<file path="config.mk">
export PLATFORM = sky130hd
export DESIGN_NAME = byte_sort_controller
export DESIGN_NICKNAME = d
export VERILOG_FILES = /design/src/rtl/byte_sort_controller_pkg.sv /design/src/rtl/eight_bit_comparator.sv /design/src/rtl/byte_sort_controller.sv
export SDC_FILE = /design/constraint.sdc
export NUM_CORES = 1
export LEC_CHECK = 0
export ABC_CLOCK_PERIOD_IN_PS = 10800
export CORE_MARGIN = 5
export CORE_UTILIZATION = 65
export CTS_BUF_LIST = sky130_fd_sc_hd__clkbuf_8
export CTS_CLUSTER_DIAMETER = 120
export DETAILED_ROUTE_END_ITERATION = 10
export GPL_TIMING_DRIVEN = 0
export PLACE_DENSITY = 0.85
export SLEW_MARGIN = 20
export SYNTH_ARGS = -nofsm -noshare
export SYNTH_HDL_FRONTEND = slang
export SYNTH_SLANG_ARGS = --single-unit
</file>
<file path="constraint.sdc">
create_clock -name clk -period 10.8 [get_ports clk]
set_input_delay 2.16 -clock clk [delete_from_list [all_inputs] [get_ports clk]]
set_output_delay 2.16 -clock clk [all_outputs]
set_load 0.01 [all_outputs]
</file>
<file path="src/rtl/byte_sort_controller_pkg.sv">
// Shared definitions for the byte sort controller: FSM encodings and sizing limits.
package byte_sort_controller_pkg;

   localparam int MAX_N = 8;
   localparam int IDX_W = 3;

   typedef enum logic [1:0] {
      ST_LOAD   = 2'd0,
      ST_SORT   = 2'd1,
      ST_UNLOAD = 2'd2
   } state_t;

endpackage

</file>
<file path="src/rtl/eight_bit_comparator.sv">
// Unsigned 8-bit magnitude comparator with one-hot greater/lower/equal outputs.
module eight_bit_comparator (
   input  logic [7:0] a,
   input  logic [7:0] b,
   output logic       greater,
   output logic       lower,
   output logic       equal
);

   assign greater = (a > b);
   assign lower   = (a < b);
   assign equal   = (a == b);

endmodule

</file>
<file path="src/rtl/byte_sort_controller.sv">
// Loads N bytes, bubble-sorts them with one shared comparator on a fixed schedule,
// then streams them out in ascending order.
//
// state     | meaning
// ST_LOAD   | accepting bytes into mem[k]
// ST_SORT   | one compare/swap of mem[i], mem[i+1] per cycle, N(N-1)/2 cycles
// ST_UNLOAD | presenting mem[k] on the output stream
module byte_sort_controller
   import byte_sort_controller_pkg::*;
#(
   parameter int N = 4
) (
   input  logic       clk,
   input  logic       rst_n,
   input  logic       in_valid,
   input  logic [7:0] in_data,
   output logic       in_ready,
   output logic       out_valid,
   output logic [7:0] out_data,
   input  logic       out_ready,
   output logic       busy,
   output logic [5:0] swap_count
);

   localparam logic [IDX_W-1:0] K_LAST = IDX_W'(N - 1);
   localparam logic [IDX_W-1:0] P_LAST = IDX_W'(N - 2);

   state_t           state;
   state_t           state_nxt;
   logic [7:0]       mem [MAX_N];
   logic [IDX_W-1:0] k;
   logic [IDX_W-1:0] p;
   logic [IDX_W-1:0] i;
   logic [IDX_W-1:0] i_nxt;
   logic [IDX_W-1:0] i_last;
   logic [7:0]       cmp_a;
   logic [7:0]       cmp_b;
   logic             cmp_greater;
   logic             cmp_lower;
   logic             cmp_equal;
   logic             do_swap;

   assign i_nxt  = i + IDX_W'(1);
   assign i_last = P_LAST - p;
   assign cmp_a  = mem[i];
   assign cmp_b  = mem[i_nxt];

   eight_bit_comparator u_cmp (
      .a       (cmp_a),
      .b       (cmp_b),
      .greater (cmp_greater),
      .lower   (cmp_lower),
      .equal   (cmp_equal)
   );

   // Equal entries are kept in place, which is what makes the sort stable.
   assign do_swap = cmp_greater & ~(cmp_lower | cmp_equal);

   always_ff @(posedge clk or negedge rst_n) begin
      if (!rst_n) begin
         state <= ST_LOAD;
      end else begin
         state <= state_nxt;
      end
   end

   always_comb begin
      state_nxt = state;
      case (state)
         ST_LOAD: begin
            if (in_valid && (k == K_LAST)) begin
               state_nxt = ST_SORT;
            end
         end
         ST_SORT: begin
            if (p == P_LAST) begin
               state_nxt = ST_UNLOAD;
            end
         end
         ST_UNLOAD: begin
            if (out_ready && (k == K_LAST)) begin
               state_nxt = ST_LOAD;
            end
         end
         default: state_nxt = ST_LOAD;
      endcase
   end

   always_ff @(posedge clk or negedge rst_n) begin
      if (!rst_n) begin
         for (int j = 0; j < MAX_N; j++) begin
            mem[j] <= 8'd0;
         end
         k          <= '0;
         p          <= '0;
         i          <= '0;
         swap_count <= 6'd0;
      end else begin
         case (state)
            ST_LOAD: begin
               if (in_valid) begin
                  mem[k] <= in_data;
                  if (k == K_LAST) begin
                     k          <= '0;
                     p          <= '0;
                     i          <= '0;
                     swap_count <= 6'd0;
                  end else begin
                     k <= k + IDX_W'(1);
                  end
               end
            end
            ST_SORT: begin
               if (do_swap) begin
                  mem[i]     <= cmp_b;
                  mem[i_nxt] <= cmp_a;
                  swap_count <= swap_count + 6'd1;
               end
               if (i == i_last) begin
                  i <= '0;
                  p <= p + IDX_W'(1);
               end else begin
                  i <= i_nxt;
               end
            end
            ST_UNLOAD: begin
               if (out_ready) begin
                  if (k == K_LAST) begin
                     k <= '0;
                  end else begin
                     k <= k + IDX_W'(1);
                  end
               end
            end
            default: ;
         endcase
      end
   end

   // Outputs come from registered state only; no handshake input reaches them.
   assign in_ready  = (state == ST_LOAD);
   assign out_valid = (state == ST_UNLOAD);
   assign busy      = (state == ST_SORT);
   assign out_data  = (state == ST_UNLOAD) ? mem[k] : 8'd0;

endmodule

</file>
==> results by group <==
Clock network
  • Clock slew at reported path FFs: 0.09 ns
  • Post-CTS Setup Inserts: 0
  • CTS H-tree lvls: 3
  • Root Buffer Master: clkbuf_8
  • Skew-Pair Late Insertion Delay: 0.37 ns
  • PostCTS Resize Cnt: 0
  • Hold-fix buffers at CTS: 0
  • CTS Buf Count: 9
  • CTS tree: done
  • Clk sinks: 81
  • CTS max path bufs: 2

Pwr
  • P_int: 1050 uW
  • Clk pwr share: 11.8%
  • Sw Pwr: 1200 uW
  • PD cells: 305 mW/mm^2
  • Sw Ratio: 53.5%
  • Register share of total power: 19.4%
  • Leakage: 0.00314 uW
  • Gate power share: 68.7%
  • Worst VDD drop: 184 uV

Die
  • Die area: 0.0124 sq mm
  • Die width: 111 um
  • Die height: 111 um
  • Initial core utilization: 65.6%
  • CORE AREA: 0.0101 sq mm
  • Rows: 37
  • I/O Pins: 29

Timing
  • Final hold viol count: 0
  • Crit share post-route: 59.0%
  • Achievable Freq: 0.157 GHz
  • Final setup viols: 0
  • RSZ-0062 raised after global routing: no
  • Worst-Margin Slew: 1.24 ns
  • Clock Skew: 0.0154 ns
  • Max-slew violations: 0
  • Crit path time final: 6.37 ns
  • Final setup TNS: 0 ns
  • Slew headroom: 16.5%

Critical path
  • Setup crit start: k[2]
  • Crit path arrival time: 4.21 ns
  • Register-to-Register Path Depth: 14
  • Type of origin of the critical path: register
  • Reg-to-reg startpoint: i[0]
  • WS Path Type: reg2out
  • Req. time, crit path: 8.64 ns
  • Critical Path Sink Type: primary output
  • Worst Path Max Fanout: 10

Finish
  • Nets: 742
  • Reg area: 0.00203 sq mm
  • FILL cells: 731
  • Post-layout util: 72.8%
  • Share of layout cells above drive strength 1: 26.0%
  • Area grow syn2layout: 11.0%
  • ANT cells: 0
  • Area of the multi-input gates: 0.00430 sq mm

Global route
  • Overflow left after global routing: 0
  • Total GRT Usage: 44.0%
  • Largest net degree at the start of global routing: 43
  • Antenna violations before repair: 0
  • First-pass GRT wire length: 41000 um
  • Vias in the first global route: 6682

Yosys
  • Register area share after synthesis: 30.5%
  • Post-Syn Nets: 700
  • Area contributors post-synth: dfrtp_1 (30%), mux2_2 (19%), mux4_2 (6.8%)
  • Synth unique cells: 59
  • Synth warn: 0
  • Post-Synthesis Cells: 675
  • EDFF count, synth: 0
  • Post-synth ARST share: 100%
  • Synth Flop Type: dfrtp_1
  • Top cell type by total area after synthesis: dfrtp_1
  • Yosys reg bits: 81
  • Avg Cell Area, Syn: 9.85 sq um
  • Synthesized area: 0.00665 sq mm
  • Post-synth top area share: 30.5%

Detailed routing
  • DRT iter0 DRCs: 1256
  • Number of routed nets with antenna violations: 0
  • TritonRoute pass-1 iters: 7
  • WL/cell: 31.7 um
  • Vias per inst: 7.97
  • Post-Route WL: 27200 um
  • Total number of vias: 6840
  • Residual DRC: 0

Min path
  • Hold/Removal Path Class: reg2reg
  • Worst hold path depth: 1
  • Worst Hold Launch: swap_count[5]

Placement
  • Port buffer count: 28
  • DP Wirelength: 18800 um
  • Final RePlAce weighted congestion: 1.10

Status
  • Status: completed

Flow run
  • Max Cap Violations: 0
==> cells by family after synthesis <==
family / Yosys count / share of synthesized area, %
compound gates: 173 / 18.9
flops: 81 / 30.5
fa+ha+maj: 13 / 2.45
xor+xnor: 5 / 0.884
buf+inv: 72 / 5.12
mux: 151 / 28.7
simple gates: 180 / 13.4
==> area by class of cell <==
class | count | area share [%]
plain buffers | 52 | 3.59
clock buffers | 11 | 2.05
clock inverters | 5 | 1.05
inverters | 20 | 1.02
multi-input cells | 522 | 58.3
flip-flops and latches | 81 | 27.5
well taps | 136 | 2.31
repair buffers | 31 | 4.24
==> critical path: stages, from the launching register on <==
cell	delay [ns]
dfrtp_1	0.38
clkbuf_1	0.69
clkbuf_1	0.88
clkbuf_1	0.65
nand3_1	0.20
a31oi_1	0.23
a211oi_1	0.09
nor2_1	0.16
clkdlybuf4s50_1	0.56
==> cell usage in the layout, fill, tap and decap left out, types with 8 or more instances in the layout <==
cell type,Yosys,final
clkbuf_1,28,28
a22oi_1,34,34
o21ai_0,38,38
nand2b_1,11,11
ha_1,13,13
inv_1,19,19
nand2_1,74,74
mux2_2,115,115
clkbuf_8,0,11
nand3_1,8,8
mux4_2,20,20
nor2b_1,15,15
mux2i_1,15,15
buf_2,11,11
dfrtp_1,81,81
a21oi_1,10,10
and3_1,8,8
clkdlybuf4s50_1,0,27
o221ai_1,33,33
nor2_1,27,27
==> layer usage <==
| metal | GRT usage (%) | vias to the layer above | part of all wire [%] |
|---|---|---|---|
| met5 | 0 | - | 0 |
| met4 | 28.4 | 0 | 8.9 |
| met3 | 15.4 | 228 | 15 |
| met2 | 63.2 | 705 | 41 |
| met1 | 56.3 | 3230 | 35 |
| li1 | - | 2677 | - |
==> sequential cells by signal, summed over array words and instances (netlist names) <==
| name | flops |
|---|---|
| swap_count | 6 |
| i | 3 |
| mem | 64 |
| state | 2 |
| k | 3 |
| p | 3 |
==> power groups by stage <==
stage | sequential [uW] | clock [uW] | combinational [uW]
6_report | 438 | 266 | 1550
5_1_grt | 445 | 277 | 1590
4_1_cts | 433 | 262 | 1450
3_5_place_dp | 439 | 0 | 1440
3_3_place_gp | 430 | 0 | 1390
2_1_floorplan | 420 | 0 | 959
==> cell usage after synthesis, drive strengths merged (2+ instances only) <==
master and instances:
a211o 6, a211oi 3, a21o 3, a21oi 10, a221o 4, a221oi 3
a22o 4, a22oi 34, a31oi 3, a32oi 5, and2 6, and3 8
and4 2, buf 24, clkbuf 28, dfrtp 81, ha 13, inv 19
mux2 116, mux2i 15, mux4 20, nand2 74, nand2b 11, nand3 8
nand3b 4, nand4 3, nor2 27, nor2b 15, nor3 7, nor4 2
nor4bb 2, o211ai 10, o21ai 42, o221ai 33, o22ai 6, or2 2
or3 3, or4 3, xor2 3
==> metrics by stage <==
step                worst slack [ns]  std cells  hold slack [ns]  instance area [sq um]  power [uW]
finish                          4.43        858            0.554                   7380        2250
detailed placement              5.07        842            0.534                   7140        1880
floorplan                       6.75        675            0.482                   6650        1380
global placement                4.88        839            0.501                   7100        1820
global route                    4.45        858            0.583                   7380        2310
CTS                             4.66        858            0.558                   7370        2150
==> worst paths after layout <==
path	to	slack, ns
worst max-delay path	out_data[7]	4.43
worst min-delay path	swap_count[5]	0.55
worst max register to register	mem[30]	5.61
worst min register to register	swap_count[5]	0.55
max in group asynchronous	mem[15]	8.40
min in group asynchronous	swap_count[5]	1.77
Note: power is estimated with default switching activity, not from simulation.
